[config.mk]
export PLATFORM = sky130hd
export DESIGN_NAME = csi2_vc_demux_1to4
export DESIGN_NICKNAME = d
export VERILOG_FILES = /design/src/rtl/csi2_vc_demux_1to4.sv
export SDC_FILE = /design/constraint.sdc
export NUM_CORES = 1
export LEC_CHECK = 0
export ABC_AREA = 1
export BUFFER_PORTS_ARGS = -buffer_cell sky130_fd_sc_hd__buf_2
export CAP_MARGIN = 40
export CORE_MARGIN = 2
export CORE_UTILIZATION = 51
export DETAILED_ROUTE_END_ITERATION = 8
export GPL_ROUTABILITY_DRIVEN = 0
export PLACE_DENSITY = 0.77
export SLEW_MARGIN = 20
export SYNTH_ARGS = -nofsm -noshare
export SYNTH_HDL_FRONTEND = slang
export SYNTH_SLANG_ARGS = --single-unit
[constraint.sdc]
create_clock -name clk_i -period 3.3 [get_ports clk_i]
set_input_delay 0.165 -clock clk_i [delete_from_list [all_inputs] [get_ports clk_i]]
set_output_delay 0.165 -clock clk_i [all_outputs]
set_load 0.1 [all_outputs]
[src/rtl/csi2_vc_demux_1to4.sv]
// CSI-2 virtual-channel demultiplexer: parses the merged HS word stream and routes whole packets
// to one of four per-VC outputs through a 2-stage delay line. Header ECC check: CSI2_VC_DEMUX_ECC_EN.
module csi2_vc_demux_1to4 #(
  parameter int DROP_CNT_W = 16
) (
  input  logic                  clk_i,
  input  logic                  reset_i,
  input  logic                  valid_i,
  input  logic                  sot_i,
  input  logic [15:0]           data_i,
  input  logic [3:0]            ch_en_i,
  output logic [3:0]            out_valid_o,
  output logic [15:0]           data_o,
  output logic [1:0]            be_o,
  output logic                  sop_o,
  output logic                  eop_o,
  output logic [5:0]            dt_o,
  output logic [15:0]           wc_o,
  output logic                  abort_o,
  output logic [3:0]            in_frame_o,
  output logic [DROP_CNT_W-1:0] drop_cnt_o
);

  typedef enum logic [1:0] {
    ST_IDLE = 2'd0,
    ST_HDR1 = 2'd1,
    ST_BODY = 2'd2,
    ST_DROP = 2'd3
  } state_t;

  state_t      state_r, state_s;
  logic [16:0] rem_r, rem_s;
  logic        odd_r, odd_s;
  logic [3:0]  oh_r, oh_s;
  logic [15:0] s1_data_r;
  logic        s1_fwd_r, s1_fwd_s;
  logic        s1_eop_r, s1_eop_s;
  logic [1:0]  s1_be_r, s1_be_s;
  logic        s1_abort_r, s1_abort_s;
  logic        hdr_take_s;
  logic        drop_inc_s;
  logic [3:0]  frame_s;

  // Header word 0 sits in stage 1 while word 1 is on the input.
  logic [1:0]  hdr_vc_s;
  logic [5:0]  hdr_dt_s;
  logic [15:0] hdr_wc_s;
  logic        hdr_short_s;
  logic [16:0] body_sum_s;
  logic [16:0] body_cnt_s;
  logic        ecc_ok_s;
  logic        hdr_keep_s;

  assign hdr_vc_s    = s1_data_r[7:6];
  assign hdr_dt_s    = s1_data_r[5:0];
  assign hdr_wc_s    = {data_i[7:0], s1_data_r[15:8]};
  assign hdr_short_s = (hdr_dt_s <= 6'h0F);
  assign body_sum_s  = {1'b0, hdr_wc_s} + 17'd3;
  assign body_cnt_s  = {1'b0, body_sum_s[16:1]};

`ifdef CSI2_VC_DEMUX_ECC_EN
  function automatic logic [5:0] csi2_ecc(input logic [23:0] d);
    logic [5:0] p;
    p[0] = ^(d & 24'hF12CB7);
    p[1] = ^(d & 24'hF2555B);
    p[2] = ^(d & 24'h749A6D);
    p[3] = ^(d & 24'hB8E38E);
    p[4] = ^(d & 24'hDF03F0);
    p[5] = ^(d & 24'hEFFC00);
    return p;
  endfunction

  assign ecc_ok_s = (data_i[15:14] == 2'b00) &&
                    (data_i[13:8] == csi2_ecc({data_i[7:0], s1_data_r}));
`else
  assign ecc_ok_s = 1'b1;
`endif

  assign hdr_keep_s = ch_en_i[hdr_vc_s] && ecc_ok_s;

  // Packet parser: next state, stage-1 tags, drop and frame decisions.
  always_comb begin
    state_s    = state_r;
    rem_s      = rem_r;
    odd_s      = odd_r;
    oh_s       = oh_r;
    s1_fwd_s   = 1'b0;
    s1_eop_s   = 1'b0;
    s1_be_s    = 2'b11;
    s1_abort_s = 1'b0;
    hdr_take_s = 1'b0;
    drop_inc_s = 1'b0;
    frame_s    = in_frame_o;
    case (state_r)
      ST_IDLE: begin
        if (valid_i) begin
          state_s = ST_HDR1;
        end else begin
          state_s = ST_IDLE;
        end
      end
      ST_HDR1: begin
        if (valid_i && sot_i) begin
          s1_abort_s = 1'b1;
          state_s    = ST_HDR1;
        end else if (valid_i) begin
          rem_s = body_cnt_s;
          odd_s = hdr_wc_s[0];
          oh_s  = 4'b0001 << hdr_vc_s;
          if (hdr_keep_s) begin
            hdr_take_s = 1'b1;
            s1_fwd_s   = 1'b1;
            s1_eop_s   = hdr_short_s;
            state_s    = hdr_short_s ? ST_IDLE : ST_BODY;
            if (hdr_dt_s == 6'h00) begin
              frame_s[hdr_vc_s] = 1'b1;
            end else if (hdr_dt_s == 6'h01) begin
              frame_s[hdr_vc_s] = 1'b0;
            end else begin
              frame_s = in_frame_o;
            end
          end else begin
            drop_inc_s = 1'b1;
            state_s    = hdr_short_s ? ST_IDLE : ST_DROP;
          end
        end else begin
          // Header gap: the packet cannot be routed.
          drop_inc_s = 1'b1;
          state_s    = ST_IDLE;
        end
      end
      ST_BODY, ST_DROP: begin
        if (valid_i && sot_i) begin
          s1_abort_s = 1'b1;
          state_s    = ST_HDR1;
        end else if (valid_i) begin
          s1_fwd_s = (state_r == ST_BODY);
          rem_s    = rem_r - 17'd1;
          if (rem_r == 17'd1) begin
            s1_eop_s = 1'b1;
            s1_be_s  = odd_r ? 2'b01 : 2'b11;
            state_s  = ST_IDLE;
          end else begin
            state_s = state_r;
          end
        end else begin
          state_s = state_r;
        end
      end
      default: begin
        state_s = ST_IDLE;
      end
    endcase
  end

  // Parser state, frame flags and drop counter.
  always_ff @(posedge clk_i or posedge reset_i) begin
    if (reset_i) begin
      state_r    <= ST_IDLE;
      rem_r      <= 17'd0;
      odd_r      <= 1'b0;
      oh_r       <= 4'b0000;
      in_frame_o <= 4'b0000;
      drop_cnt_o <= {DROP_CNT_W{1'b0}};
    end else begin
      state_r    <= state_s;
      rem_r      <= rem_s;
      odd_r      <= odd_s;
      oh_r       <= oh_s;
      in_frame_o <= frame_s;
      if (drop_inc_s && (drop_cnt_o != {DROP_CNT_W{1'b1}})) begin
        drop_cnt_o <= drop_cnt_o + {{(DROP_CNT_W-1){1'b0}}, 1'b1};
      end else begin
        drop_cnt_o <= drop_cnt_o;
      end
    end
  end

  // Two-stage delay line; word 0 is released from stage 1 once the header is accepted.
  always_ff @(posedge clk_i or posedge reset_i) begin
    if (reset_i) begin
      s1_data_r   <= 16'h0000;
      s1_fwd_r    <= 1'b0;
      s1_eop_r    <= 1'b0;
      s1_be_r     <= 2'b00;
      s1_abort_r  <= 1'b0;
      out_valid_o <= 4'b0000;
      data_o      <= 16'h0000;
      be_o        <= 2'b00;
      sop_o       <= 1'b0;
      eop_o       <= 1'b0;
      dt_o        <= 6'h00;
      wc_o        <= 16'h0000;
      abort_o     <= 1'b0;
    end else begin
      s1_data_r   <= data_i;
      s1_fwd_r    <= s1_fwd_s;
      s1_eop_r    <= s1_eop_s;
      s1_be_r     <= s1_be_s;
      s1_abort_r  <= s1_abort_s;
      out_valid_o <= hdr_take_s ? oh_s : (s1_fwd_r ? oh_r : 4'b0000);
      data_o      <= s1_data_r;
      be_o        <= s1_fwd_r ? s1_be_r : (hdr_take_s ? 2'b11 : 2'b00);
      sop_o       <= hdr_take_s;
      eop_o       <= s1_fwd_r & s1_eop_r;
      abort_o     <= s1_abort_r;
      if (hdr_take_s) begin
        dt_o <= hdr_dt_s;
        wc_o <= hdr_wc_s;
      end else begin
        dt_o <= dt_o;
        wc_o <= wc_o;
      end
    end
  end

endmodule
Yosys cells after proc, flatten, opt, wreduce, memory -nomap -nowiden
Cells that the tools add are included.
{"block": "classes", "add_sub_neg": 3, "mul": 0, "div_mod_pow": 0, "n_lt_le_gt_ge": 3, "n_eq_ne": 12, "n_shift": 1, "mux": 53, "bitwise_logic": 5, "reduce_logical": 13}
{"op": "2-to-1 mux 17 bit", "n": 4}
{"op": "case mux 17 bit (2 select lines)", "n": 1}
{"op": "2-to-1 mux 2 bit", "n": 15}
{"op": "2-to-1 mux 4 bit", "n": 7}
{"op": "2-to-1 mux 1 bit", "n": 21}
{"op": "adder 16 x 2 -> 17 bit, second input constant", "n": 1}
{"op": "equality test 17 x 1 -> 1 bit, second input constant", "n": 1}
{"op": "subtractor 17 x 1 -> 17 bit, second input constant", "n": 1}
{"op": "adder 16 x 1 -> 16 bit, second input constant", "n": 1}
{"op": "inequality test 16 bit, second input constant", "n": 1}
{"op": "AND reduction 5 bit", "n": 2}
{"op": "inequality test 2 bit, second input constant", "n": 4}
{"op": "equality test 6 x 1 -> 1 bit, second input constant", "n": 1}
{"op": "less-or-equal comparator 6 x 4 -> 1 bit, second input constant", "n": 1}
{"op": "zero test 6 bit", "n": 1}
{"op": "inequality test 3 bit, second input constant", "n": 2}
{"op": "case mux 2 bit (3 select lines)", "n": 1}
{"op": "AND 4 bit", "n": 1}
{"op": "equality test 2 bit, second input constant", "n": 2}
{"op": "inverter 4 bit", "n": 1}
{"op": "bitwise OR 4 bit", "n": 1}
{"op": "case mux 1 bit (2 select lines)", "n": 2}
{"op": "nonzero test 2 bit", "n": 2}
{"op": "left shift 1 x 2 -> 4 bit, first input constant", "n": 1}
{"op": "13 further kinds", "n": 15}
{"block": "totals", "reg_bits": 112, "latch_bits": 0, "ram_bits": 0, "mem_bits_ro": 0, "output_inout_bits": 67, "wordCells": 109, "mem_count": 0}

Logic depth before layout (Yosys ltp)
Gate-level depths: netlist of the first run.
{"block": "depth", "word_depth": 8, "depth_mapped": 11, "ltp_nobuf": 11}

Least setup slack after synthesis of the first run
Ideal clock, no wire load.
{"block": "synth_timing", "path_kind": "register to register", "startpoint": "register drop_cnt_o[0]", "endpoint": "register drop_cnt_o[6]", "t_arrival_ps": 2239, "required_ps": 3232, "setup_slack_ps": 993, "path_stages_with_launch": 10, "path_buffers": 1, "cell_sequence": "dfrtp_1 ha_1 nand3_1 inv_1 nand3_1 nor2_4 nand3b_4 buf_4 nand2_1 nand2_1"}
{"block": "synth_between", "elab_chain_cells": 2}
{"item": "from (decl)", "line_no": "21", "rtl": "output logic [DROP_CNT_W-1:0] drop_cnt_o"}
{"item": "from (signal assigned)", "line_no": "164", "rtl": "drop_cnt_o <= {DROP_CNT_W{1'b0}};"}
{"item": "from (signal assigned)", "line_no": "172", "rtl": "drop_cnt_o <= drop_cnt_o + {{(DROP_CNT_W-1){1'b0}}, 1'b1};"}
{"item": "from (signal assigned)", "line_no": "174", "rtl": "drop_cnt_o <= drop_cnt_o;"}
{"item": "parallel branches: the longest is 2 deep, another holds adder 16 x 1 -> 16 bit"}
Several ways; the timed one is not identified.
A chain may end at the register's enable or synchronous reset.

Worst setup path in the final report of the first run
{"block": "layout_timing", "startpoint": "register s1_data_r[8]", "endpoint": "register rem_r[5]"}
{"block": "layout_between", "elab_chain_cells": 4}
{"item": "from (decl)", "line_no": "35", "rtl": "logic [15:0] s1_data_r;"}
{"item": "from (signal assigned)", "line_no": "196", "rtl": "s1_data_r <= data_i;"}
{"item": "adder 16 x 2 -> 17 bit", "line_no": "58", "rtl": "assign body_sum_s = {1'b0, hdr_wc_s} + 17'd3;"}
{"item": "2-to-1 mux 17 bit", "line_no": "106", "rtl": "end else if (valid_i) begin"}
{"item": "2-to-1 mux 17 bit", "line_no": "103", "rtl": "if (valid_i && sot_i) begin"}
{"item": "case mux 17 bit (2 select lines)", "line_no": "94", "rtl": "case (state_r)"}
{"item": "to (signal assigned)", "line_no": "167", "rtl": "rem_r <= rem_s;"}
{"item": "to (decl)", "line_no": "32", "rtl": "logic [16:0] rem_r, rem_s;"}
No other way between the ends. The select of a mux whose other input is x is not followed.

==> results of run 1 <==
==> worst paths after layout <==
kind	startpoint	endpoint	depth (start not counted)
max	s1_data_r[8]	rem_r[5]	9
min	valid_i	state_r[0]	3
max reg2reg	s1_data_r[8]	rem_r[5]	9
min reg2reg	s1_abort_r	abort_o	0
max in group asynchronous	reset_i	s1_data_r[13]	5
min in group asynchronous	reset_i	be_o[1]	3
==> logic make-up after synthesis <==
kind of cell | count (synthesis) | synth area share
simple gates | 366 | 0.297
xor+xnor | 15 | 0.0249
buf+inv | 96 | 0.0728
compound gates | 64 | 0.0636
other cells | 1 | 0.000711
fa+ha+maj | 4 | 0.00949
flops | 112 | 0.531
==> stage by stage <==
step / worst slack, ns / cell area, µm²
4_1_cts: 1.28 / 6190
3_5_place_dp: 1.32 / 5840
3_3_place_gp: 1.42 / 5840
6_report: 1.23 / 6210
2_1_floorplan: 0.176 / 5280
5_1_grt: 1.07 / 6210
==> where the power goes <==
part	leakage [nW]	switching (mW)	internal (mW)	total (mW)
clock	0.0944	0.469	0.299	0.767
combinational	1.80	1.67	0.363	2.03
sequential	1.39	0.224	1.63	1.86
==> area by class of cell <==
type | count | area (µm²)
clock buffer | 10 | 138
clock inverter | 5 | 38.8
fill | 893 | 3970
inverter | 81 | 307
multi-input combinational | 450 | 2090
sequential | 112 | 2800
tap | 136 | 170
timing repair buffer | 111 | 671
==> Yosys cell counts (2+ instances only) <==
cell type | number | area [µm²]
o21ai_2 | 2 | 17.5
nor2_2 | 4 | 25.0
ha_1 | 4 | 50.1
o21ai_0 | 45 | 225
nor2_4 | 3 | 33.8
a21oi_1 | 8 | 40.0
inv_1 | 75 | 282
buf_4 | 2 | 15.0
nor3_1 | 9 | 45.0
nand2_1 | 212 | 796
xnor2_1 | 3 | 26.3
nand3_1 | 58 | 290
clkbuf_1 | 4 | 15.0
nand4_1 | 15 | 93.8
buf_2 | 7 | 35.0
o21ai_1 | 5 | 25.0
dfrtp_1 | 112 | 2800
xor2_1 | 12 | 105
inv_2 | 6 | 22.5
nor2_1 | 59 | 221
==> worst register-to-register path, delay by kind of cell (launching register included) <==
family	cells	cell delay, ns
AND/OR/NAND/NOR	5	0.98
adder cells (fa/ha/maj)	1	0.27
buffers and inverters	2	0.24
AO/OA/AOI/OAI	1	0.09
flip-flops	1	0.39
==> routing by layer <==
layer | wire [µm] | vias to the layer above
li1 | - | 2278
met1 | 5230 | 2178
met2 | 5960 | 195
met3 | 829 | 34
met4 | 319 | 0
met5 | 0 | -
==> what timing repair did <==
item,in CTS,in global routing
gates resized for setup,0,0
hold endpoints to repair,76,0
hold buffers,17,0
==> state kept, by name, summed over array words and instances, names as in the netlist, named ones only <==
signal,cells
sop_o,1
data_o,16
wc_o,16
rem_r,17
s1_be_r,2
dt_o,6
drop_cnt_o,16
odd_r,1
eop_o,1
oh_r,4
out_valid_o,4
be_o,2
s1_fwd_r,1
s1_data_r,16
s1_eop_r,1
abort_o,1
s1_abort_r,1
state_r,2
==> flow_summary.ini, run 1 <==
[status]
status = finished, violations left
violations = design-rule violations

[grt]
antenna_found_initial = 0
grt_pass1_vias = 4446
grt_use_met1 = 0.314
grtUsageMet3 = 0.0414
top_usage_layer = met2
use_met2 = 0.382
grt_max_degree = 63
grt_overflow = 0
grt_usage = 0.232
grt_pass1_wl_um = 20800

[synth]
ys_seq_area_frac = 0.531
synth_nets = 686
synthDistinctLibCells = 33
postSynthCellCount = 658
synth_seq_cells = 112
synthArstFlopShare = 1.00
synth_edf_count = 0
yosys_warnings = 0
avgSynthCellArea_um2 = 8.02
netlist_area_um2 = 5280
synth_ff_type = dfrtp_1

[placement]
dp_hpwl_um = 8970
dp.cells = 872
io_buffers = 90

[worst_setup_path]
reg2reg_slack_ns = 1.23
slowest_stage = nor3_1
critPathCaptureType = flop
startpoint_type = flop
critPathBufInv = 2
cp_top_family = simple AND/OR/NAND/NOR gates
cp.required_ns = 3.56
path_cells = inv_1 -> ha_1 -> inv_1 -> nand2_1 -> nor3_1 -> or2_2 -> nand3_1 -> nand3_1 -> o21ai_0
arrival_ns = 2.33
max_stage_delay_ns = 0.52
critPathKind = flop to flop
path_max_fanout = 5

[routing]
drc = 1
avgViaCountPerCell = 5.18
drtPass1Iterations = 9
routedWlPerCell_um = 13.6
drt_iter0_drc = 407
routed_wl_um = 12300
ant_nets = 0
dr_total_vias = 4685

[timing]
finalClockSkew_ns = 0.0162
hold_ws_ns = 0.0802
hold_viol = 0
slew_violations = 0
tightest_slew_ns = 0.656
finalCritPeriodShare = 0.629
max_freq_mhz = 482
max_slew_margin = 0.559
fin_crit_ns = 2.07
rsz0062_at_grt = no
tns_ns = 0
setup_violations = 0

[cts]
postCtsSetupBuffers = 0
clkLatencyLatePin_ns = 0.38
path_clk_slew_ns = 0.10
cts_max_level = 3
cts_made_buffers = 9
cts.path.max_buffers = 2
clock_sinks = 112
root_buffer = clkbuf_8
tritoncts = built

[floorplanning]
fp.dieW_um = 106
dieArea_um2 = 11200
die_h_um = 106
rows = 37
io_pins = 91
initial_core_util = 0.518
core_um2 = 10200

[power_and_ir_drop]
power.leakage_nw = 3.28
power_mw = 4.66
ir_drop_mv = 0.554
power.density_nw_per_um2 = 749

[finish]
final_util = 0.610
layout-drive-gt1-share = 0.166
layout.nets = 793
area_delta_synth_final_pct = 17.8
fin_cells = 905
final_cell_mix = nand2_1 (212), dfrtp_1 (112), buf_2 (90), inv_1 (74), nor2_1 (59)
layout_commonest_cell = nand2_1
diodes = 0

[flow_run]
cap_violations = 0

[worst_hold_path]
min_path_type = primary input to flop
No activity file was read; power rests on OpenSTA's default activity.
==> run 2: changes to the inputs <==
--- a/config.mk
+++ b/config.mk
@@ -9,10 +9,10 @@
 export BUFFER_PORTS_ARGS = -buffer_cell sky130_fd_sc_hd__buf_2
 export CAP_MARGIN = 40
 export CORE_MARGIN = 2
-export CORE_UTILIZATION = 51
+export CORE_UTILIZATION = 56
 export DETAILED_ROUTE_END_ITERATION = 8
 export GPL_ROUTABILITY_DRIVEN = 0
-export PLACE_DENSITY = 0.77
+export PLACE_DENSITY = 0.8
 export SLEW_MARGIN = 20
 export SYNTH_ARGS = -nofsm -noshare
 export SYNTH_HDL_FRONTEND = slang
==> constraint.sdc (replaced) <==
create_clock -name clk_i -period 2.2 [get_ports clk_i]
set_input_delay 0.11 -clock clk_i [delete_from_list [all_inputs] [get_ports clk_i]]
set_output_delay 0.11 -clock clk_i [all_outputs]
set_load 0.1 [all_outputs]
==> run 2 against run 1 <==
Register-to-register slack got worse by 0.88 ns. Non-clock buffer count rose by 3. Utilization rose by 6.9 points. Sequential share of layout area fell by 0.19 points. Clock skew rose by 0.0039 ns. Clock power rose by 56%. Die area fell by 8.6%. Combinational power rose by 52%. Critical path type unchanged. Critical path depth fell by 1. Worst hold slack got worse by 0.024 ns. Critical endpoint is now drop_cnt_o[15]. The run now ends clean.
==> flow_summary.ini, run 2 (synthesized netlist as in run 1, its figures left out) <==
[cts]
postCtsSetupBuffers = 0
path_clk_slew_ns = 0.12
cts_made_buffers = 9
tritoncts = built
clock_sinks = 112
cts.path.max_buffers = 2
cts_max_level = 3
clkLatencyLatePin_ns = 0.38
root_buffer = clkbuf_8

[placement]
dp_hpwl_um = 8780
io_buffers = 90
dpl-instance-area_um2 = 5880
place_ws_ns = 0.374

[routing]
avgViaCountPerCell = 5.40
dr_total_vias = 4778
drtPass1Iterations = 5
ant_nets = 0
drt_iter0_drc = 336
routedWlPerCell_um = 13.9
routed_wl_um = 12300
drc = 0

[grt]
antenna_found_initial = 0
grt_pass1_vias = 4461
grt_max_degree = 53
grt_pass1_wl_um = 20400
grt_usage = 0.253
grt_overflow = 0

[timing]
fin_crit_ns = 1.86
setup_ws_ns = 0.341
setup_violations = 0
tightest_slew_ns = 0.616
tns_ns = 0
hold_ws_ns = 0.0558
finalCritPeriodShare = 0.845
rsz0062_at_grt = no
max_freq_mhz = 538
hold_viol = 0
max_slew_margin = 0.588
slew_violations = 0
finalClockSkew_ns = 0.0202

[worst_setup_path]
critPathCaptureType = flop
path_cells = ha_1 -> nand3_1 -> inv_1 -> nand3_1 -> nor2_4 -> nor3_4 -> nand2_1 -> nand2_1
critPathKind = flop to flop
arrival_ns = 2.19
startpoint = drop_cnt_o[0]
max_stage_delay_ns = 0.50
r2r-end = drop_cnt_o[15]
startpoint_type = flop
path_max_fanout = 16
r2r-start = drop_cnt_o[0]
slowest_stage = nor3_4
reg2reg_slack_ns = 0.34
cp.required_ns = 2.53
r2r_cells = 8

[worst_hold_path]
min_from = valid_i
min_path_type = primary input to flop
hold_depth = 3
hold_end = state_r[0]

[power_and_ir_drop]
power.density_nw_per_um2 = 1130
power.leakage_nw = 3.30
power_mw = 7.06
ir_drop_mv = 1.12

[finish]
top_register = rem_r
largest_reg_flops = 17
final_cell_mix = nand2_1 (212), dfrtp_1 (110), buf_2 (90), inv_1 (74), nor2_1 (59)
area_delta_synth_final_pct = 18.4
layout_commonest_cell = nand2_1
diodes = 0
fin_area_um2 = 6250
fill_cells = 730
layout-drive-gt1-share = 0.173
layout.nets = 796

[floorplanning]
core_um2 = 9200
dieArea_um2 = 10200
io_pins = 91
initial_core_util = 0.574
die_h_um = 101
rows = 35
fp.dieW_um = 101

[flow_run]
cap_violations = 0

[status]
status = finished, final reports clean
## run 2: repair_timing
| action | in CTS | in global routing |
|---|---|---|
| hold buffers | 17 | 0 |
| gates resized for setup | 0 | 0 |
| hold endpoints to repair | 41 | 0 |
## run 2: layout make-up
| cell class | instances | area [µm²] | share of cell area |
|---|---|---|---|
| Clock inverter | 7 | 71.3 | 0.0114 |
| Clock buffer | 9 | 124 | 0.0198 |
| Multi-Input combinational cell | 450 | 2090 | 0.334 |
| Sequential cell | 112 | 2810 | 0.449 |
| Inverter | 81 | 308 | 0.0493 |
| Timing Repair Buffer | 114 | 711 | 0.114 |
| Tap cell | 111 | 139 | 0.0222 |
## run 2: worst max-delay path by stage
stage                endpoint  cells past startpoint
6_report       drop_cnt_o[15]                      8
5_1_grt             rem_r[15]                      9
4_1_cts         drop_cnt_o[9]                      8
3_5_place_dp   drop_cnt_o[10]                      8
3_3_place_gp   drop_cnt_o[13]                      8
2_1_floorplan   drop_cnt_o[6]                      8
## run 2: per-stage QoR
step	cells	utilization
2_1_floorplan	658	-
5_1_grt	884	0.679
6_report	884	0.679
3_5_place_dp	851	0.639
3_3_place_gp	851	0.639
4_1_cts	884	0.679
## run 2: critical path: cells and delay by family, from the launching register on
family,cells,cell delay [ns]
AND/OR/NAND/NOR,6,1.04
adder cells (fa/ha/maj),1,0.23
flip-flops,1,0.45
buffers and inverters,1,0.09
## run 2: layer usage
layer,vias to the layer above,track usage,part of all wire
met5,-,0,0
met1,2242,0.338,0.42
met3,43,0.0430,0.067
li1,2296,-,-
met4,0,0.109,0.038
met2,197,0.407,0.47
## run 2: report_power, final
| group | internal, mW | total (mW) | leakage [nW] | switching (mW) |
|---|---|---|---|---|
| clock | 0.446 | 1.20 | 0.0979 | 0.754 |
| combinational | 0.555 | 3.08 | 1.82 | 2.53 |
| sequential | 2.45 | 2.78 | 1.39 | 0.326 |
| total | 3.45 | 7.06 | 3.30 | 3.61 |
